### src/rtl/div_if.sv
// Operand/result bundle for the restoring divider: the requester drives operands
// and start, and the divider returns the registered result and status flags.
`timescale 1ns/1ps
interface div_if #(
  parameter int wA = 16,
  parameter int wB = 16
);
  logic [wA-1:0] A;
  logic [wB-1:0] B;
  logic          start;
  logic [wA-1:0] Q;
  logic [wB-1:0] R;
  logic          fin;
  logic          busy;
  logic          dz;

  modport master (output A, B, start, input Q, R, fin, busy, dz);
  modport slave  (input A, B, start, output Q, R, fin, busy, dz);
endinterface

### src/rtl/div.sv
// Unsigned restoring divider producing one quotient bit per clock, MSB first.
// A start edge always wins: it reloads the operands and discards any division in progress.
`timescale 1ns/1ps
module div #(
  parameter int wA = 16,
  parameter int wB = 16,
  parameter int wS = 5
) (
  input  logic ck,
  input  logic rst_n,
  div_if.slave bus
);

  typedef enum logic {IDLE, RUN} state_t;

  state_t        state_q, state_d;
  logic [wA-1:0] dvd_q, dvd_d;
  logic [wB-1:0] dvs_q, dvs_d;
  logic [wB-1:0] part_q, part_d;
  logic [wS-1:0] cnt_q, cnt_d;
  logic [wA-1:0] q_q, q_d;
  logic [wB-1:0] r_q, r_d;
  logic          fin_q, fin_d;
  logic          dz_q, dz_d;

  logic [wB:0]   trial;
  logic [wB-1:0] diff;
  logic          q_bit;

  // The dividend register doubles as the quotient register: each quotient bit
  // enters at the LSB as the dividend shifts out at the MSB.
  always_comb begin
    trial = {part_q, dvd_q[wA-1]};
    q_bit = (trial >= {1'b0, dvs_q});
    diff  = trial[wB-1:0] - dvs_q;

    state_d = state_q;
    dvd_d   = dvd_q;
    dvs_d   = dvs_q;
    part_d  = part_q;
    cnt_d   = cnt_q;
    q_d     = q_q;
    r_d     = r_q;
    fin_d   = 1'b0;
    dz_d    = dz_q;

    if (bus.start) begin
      state_d = RUN;
      dvd_d   = bus.A;
      dvs_d   = bus.B;
      part_d  = '0;
      cnt_d   = wS'(wA - 1);
    end else if (state_q == RUN) begin
      if (dvs_q == '0) begin
        q_d     = '1;
        r_d     = wB'(dvd_q);
        dz_d    = 1'b1;
        fin_d   = 1'b1;
        state_d = IDLE;
      end else begin
        part_d = q_bit ? diff : trial[wB-1:0];
        dvd_d  = {dvd_q[wA-2:0], q_bit};
        if (cnt_q == '0) begin
          q_d     = dvd_d;
          r_d     = part_d;
          fin_d   = 1'b1;
          dz_d    = 1'b0;
          state_d = IDLE;
        end else begin
          cnt_d = cnt_q - 1'b1;
        end
      end
    end
  end

  always_ff @(posedge ck or negedge rst_n) begin
    if (!rst_n) begin
      state_q <= IDLE;
      dvd_q   <= '0;
      dvs_q   <= '0;
      part_q  <= '0;
      cnt_q   <= '0;
      q_q     <= '0;
      r_q     <= '0;
      fin_q   <= 1'b0;
      dz_q    <= 1'b0;
    end else begin
      state_q <= state_d;
      dvd_q   <= dvd_d;
      dvs_q   <= dvs_d;
      part_q  <= part_d;
      cnt_q   <= cnt_d;
      q_q     <= q_d;
      r_q     <= r_d;
      fin_q   <= fin_d;
      dz_q    <= dz_d;
    end
  end

  assign bus.Q    = q_q;
  assign bus.R    = r_q;
  assign bus.fin  = fin_q;
  assign bus.dz   = dz_q;
  assign bus.busy = (state_q == RUN);

endmodule

### src/flat_wrapper.sv
// flat-port wrapper written by rule: the top's interface ports become plain ports
module div_flat 
#(
  parameter int wA = 16,
  parameter int wB = 16,
  parameter int wS = 5
)
  (ck, rst_n, bus_A, bus_B, bus_start, bus_Q, bus_R, bus_fin, bus_busy, bus_dz);
  div_if #(.wA(wA), .wB(wB)) bus_i ();
  input  logic ck;
  input  logic rst_n;
  input wire logic [$bits(bus_i.A)-1:0] bus_A;
  input wire logic [$bits(bus_i.B)-1:0] bus_B;
  input wire logic [$bits(bus_i.start)-1:0] bus_start;
  output wire logic [$bits(bus_i.Q)-1:0] bus_Q;
  output wire logic [$bits(bus_i.R)-1:0] bus_R;
  output wire logic [$bits(bus_i.fin)-1:0] bus_fin;
  output wire logic [$bits(bus_i.busy)-1:0] bus_busy;
  output wire logic [$bits(bus_i.dz)-1:0] bus_dz;
  assign bus_i.A = bus_A;
  assign bus_i.B = bus_B;
  assign bus_i.start = bus_start;
  assign bus_Q = bus_i.Q;
  assign bus_R = bus_i.R;
  assign bus_fin = bus_i.fin;
  assign bus_busy = bus_i.busy;
  assign bus_dz = bus_i.dz;
  div #(.wA(wA), .wB(wB), .wS(wS)) u_core (.ck(ck), .rst_n(rst_n), .bus(bus_i));
endmodule
### config.mk
export PLATFORM = sky130hd
export DESIGN_NAME = div_flat
export DESIGN_NICKNAME = d
export VERILOG_FILES = /design/src/rtl/div_if.sv /design/src/rtl/div.sv /design/src/flat_wrapper.sv
export SDC_FILE = /design/constraint.sdc
export NUM_CORES = 1
export LEC_CHECK = 0
export BUFFER_PORTS_ARGS = -buffer_cell sky130_fd_sc_hd__buf_2
export CORE_ASPECT_RATIO = 0.6
export CORE_MARGIN = 1.5
export CORE_UTILIZATION = 34
export CTS_CLUSTER_DIAMETER = 60
export DETAILED_ROUTE_END_ITERATION = 12
export SLEW_MARGIN = 5
export SYNTH_ARGS = -nofsm -noshare
export SYNTH_HDL_FRONTEND = slang
export SYNTH_SLANG_ARGS = --single-unit
### constraint.sdc
create_clock -name ck -period 2.3 [get_ports ck]
set_clock_uncertainty 0.1 [all_clocks]
set_input_delay 0.115 -clock ck [delete_from_list [all_inputs] [get_ports ck]]
set_output_delay 0.115 -clock ck [all_outputs]
set_load 0.01 [all_outputs]
==> out/qor.yml <==
run_status:
  status: "finished with violations"
  failed_checks: "setup timing"
logic_synthesis:
  seq_area_frac_synth_pct: 47.0
  synth_ff_type: "dfrtp_1"
  yosys.cell_types.count: 50
  synth-seq-cells: 88
  syn_area_um2: 4680
  avgSynthCellArea_um2: 9.40
  synth_fp_nets: 552
  netlist_instances: 498
  synth_edf_count: 0
  async_reset_ff_share_pct: 100
  ys_warn_count: 0
min_path:
  hold_path_class: "in -> async"
worst_setup_path:
  r2r_end: "u_core.bus.R[3]"
  r2r_setup_slack_ns: -0.20
  cp_slowest_stage_delay_ns: 0.47
  worstPathCellList: "ha_4 -> nand2b_1 -> a211oi_2 -> o211ai_1 -> buf_4 -> a21oi_4 -> a31oi_4 -> buf_12 -> buf_12 -> mux2i_2 -> a21oi_1"
  start_kind: "register"
  crit_path_frequent_cell: "buf_12"
  crit_path_top_delay_cell: "dfrtp_2"
  timing.rr.start: "u_core.dvs_q[0]"
  reg2reg_depth: 11
  cp_max_fo: 6
  arrival_ns: 2.63
  cp-end-kind: "register"
  crit_required_ns: 2.43
  crit_type: "reg -> reg"
clock_network:
  h-tree-depth: 3
  path_clk_slew_ns: 0.07
  clk_latency_ns: 0.34
  cts_root_buffer: "clkbuf_16"
  cts_max_path_buffers: 2
  cts_tree: "yes"
  cts.sinks: 88
  numCtsBuffers: 9
final_layout:
  nFillCells: 1193
  final_cell_mix: "89 x nand2_1, 89 x buf_4, 86 x dfrtp_1"
  antenna_cells: 0
  drive_above_1_share_pct: 39.4
  fin_cells: 870
  fin_nets: 749
  seqCellArea_um2: 2200
  areaGrowthSynthToFinish_pct: 55.4
  multi_input_area_um2: 2800
sta:
  max_freq_mhz: 399
  rsz0062_at_grt: "yes"
  min_period_over_period_pct: 109
  slew_headroom_pct: 53.9
  worst_pin_slew_ns: 0.691
  min_period_ns: 2.50
  setup_viol_count_final: 54
  worst_slack_ns: -0.204
  finalHoldViolations: 0
  tns_ns: -6.29
  maxSlewViolCount: 0
routing:
  wl_mm: 15.0
  drt-wirelength-per-cell_um: 17.3
  drt-vias-per-instance: 5.24
  drt-initial-drc-count: 270
  vias: 4563
  detail_route.drc_violations: 0
  ant_nets: 0
  detail_route.first_pass.iterations: 5
die:
  coreArea_um2: 13100
  start_util_pct: 35.7
  dieHeight_um: 93.9
  dieArea_um2: 14500
  die_w_um: 154
  ioPinCount: 70
  num_rows: 32
placement:
  port_buffers: 69
  place_congestion: 0.958
  dp_cells: 808
  hpwl_mm: 10.8
pwr:
  ir_drop_uv: 423
  p_leak_uw: 0.00346
  power_density_nw_per_um2: 867
grt:
  overflow: 0
  grt_max_degree: 69
  grt_usage_pct: 21.1
  antenna_found_initial: 0
  grt_pass1_wl_mm: 23.4
  grt_pass1_vias: 4372
flow_run:
  cap_violations: 0
## power breakdown
group	switching, µW	leakage, µW	internal, µW
Clock	643	0.000175	1100
Sequential	177	0.00114	1690
Combinational	1290	0.00215	1410
Total	2110	0.00346	4200
## Yosys cell counts, drive strengths merged, types with 2 or more instances
cell | number | area, µm²
a211oi | 3 | 22.5
a21o | 4 | 30.0
a21oi | 40 | 219
a22oi | 2 | 15.0
a311oi | 2 | 17.5
and3 | 5 | 31.3
buf | 9 | 62.6
clkbuf | 13 | 48.8
dfrtp | 88 | 2200
ha | 18 | 225
inv | 24 | 90.1
mux2 | 3 | 33.8
mux2i | 29 | 290
nand2 | 92 | 345
nand2b | 6 | 37.5
nand4 | 3 | 18.8
nor2 | 13 | 48.8
nor3 | 3 | 15.0
nor4 | 3 | 25.0
o21a | 3 | 22.5
o21ai | 80 | 400
o21bai | 4 | 30.0
o22ai | 8 | 50.1
o41ai | 2 | 32.5
or3 | 6 | 37.5
or4 | 5 | 45.0
xnor2 | 8 | 70.1
xor2 | 7 | 61.3
## worst max-delay path by stage
stage                      from           endpoint  slack (ns)  depth (start not counted)
2_1_floorplan  u_core.dvs_q[10]    u_core.dvd_q[0]       -0.04                          9
3_3_place_gp    u_core.dvs_q[2]   u_core.bus.R[14]       -0.25                          6
3_5_place_dp    u_core.dvs_q[0]  u_core.part_q[12]       -0.30                         10
4_1_cts         u_core.dvs_q[8]   u_core.part_q[0]       -0.18                         10
5_1_grt        u_core.dvs_q[10]   u_core.part_q[0]       -0.30                         10
6_report        u_core.dvs_q[0]    u_core.bus.R[3]       -0.20                         11
## registers in the layout, indices dropped and copies added (netlist names)
| register | cells |
|---|---|
| u_core.bus.dz | 1 |
| u_core.cnt_q | 5 |
| u_core.bus.busy | 1 |
| u_core.bus.Q | 16 |
| u_core.bus.fin | 1 |
| u_core.bus.R | 16 |
| u_core.dvd_q | 16 |
| u_core.part_q | 16 |
| u_core.dvs_q | 16 |
## final cells by class
type / count / area share, %
sequential: 88 / 30.3
tap: 170 / 2.92
inverter: 24 / 1.24
clock inverter: 6 / 1.58
timing repair buffer: 208 / 22.2
multi-input combinational: 364 / 38.5
clock buffer: 10 / 3.29
## routing by layer
metal / global-route usage (%) / share of wire, % / routed length [µm]
met5: 0 / 0 / 0
met4: 4.25 / 0.97 / 145
met3: 6.13 / 7.6 / 1150
met2: 29.1 / 41 / 6090
met1: 32.1 / 51 / 7630
## logic make-up (layout without fill, tap and decap cells)
group,after synthesis,count (layout),synth area share (%)
buffers and inverters,46,248,4.30
AOI/OAI and AO/OA,156,156,19.9
muxes,32,32,6.92
xor gates and xnor gates,15,15,2.81
adders and majority gates,19,19,5.24
DFF,88,88,47.0
and+or+nand+nor,142,142,13.8
## metrics by stage
step / util (%) / worst slack [ns] / hold slack [ns] / instance area, µm² / power, µW
2_1_floorplan: - / -0.0416 / -0.281 / 4760 / 2950
3_3_place_gp: 45.5 / -0.249 / -0.0389 / 5980 / 3830
3_5_place_dp: 45.5 / -0.298 / -0.0324 / 5980 / 3860
4_1_cts: 53.0 / -0.179 / 0.149 / 6960 / 5950
5_1_grt: 55.4 / -0.296 / 0.170 / 7270 / 6600
6_report: 55.4 / -0.204 / 0.138 / 7270 / 6310
## worst max-delay path: cells and delay by family (launching register included)
family / cells / cell delay, ns
buffers and inverters: 3 / 0.47
DFF: 1 / 0.47
adders and majority gates: 1 / 0.19
muxes: 1 / 0.19
and+or+nand+nor: 1 / 0.17
AOI/OAI and AO/OA: 5 / 0.78
## repair_timing
action	in CTS	in global routing
hold buffers	33	0
endpoints found under the setup margin	51	70
pin swaps	14	22
gates cloned	1	0
buffers inserted	7	7
resized for setup	62	55
hold endpoints to repair	60	0
Note: power is estimated with default switching activity, not from simulation.
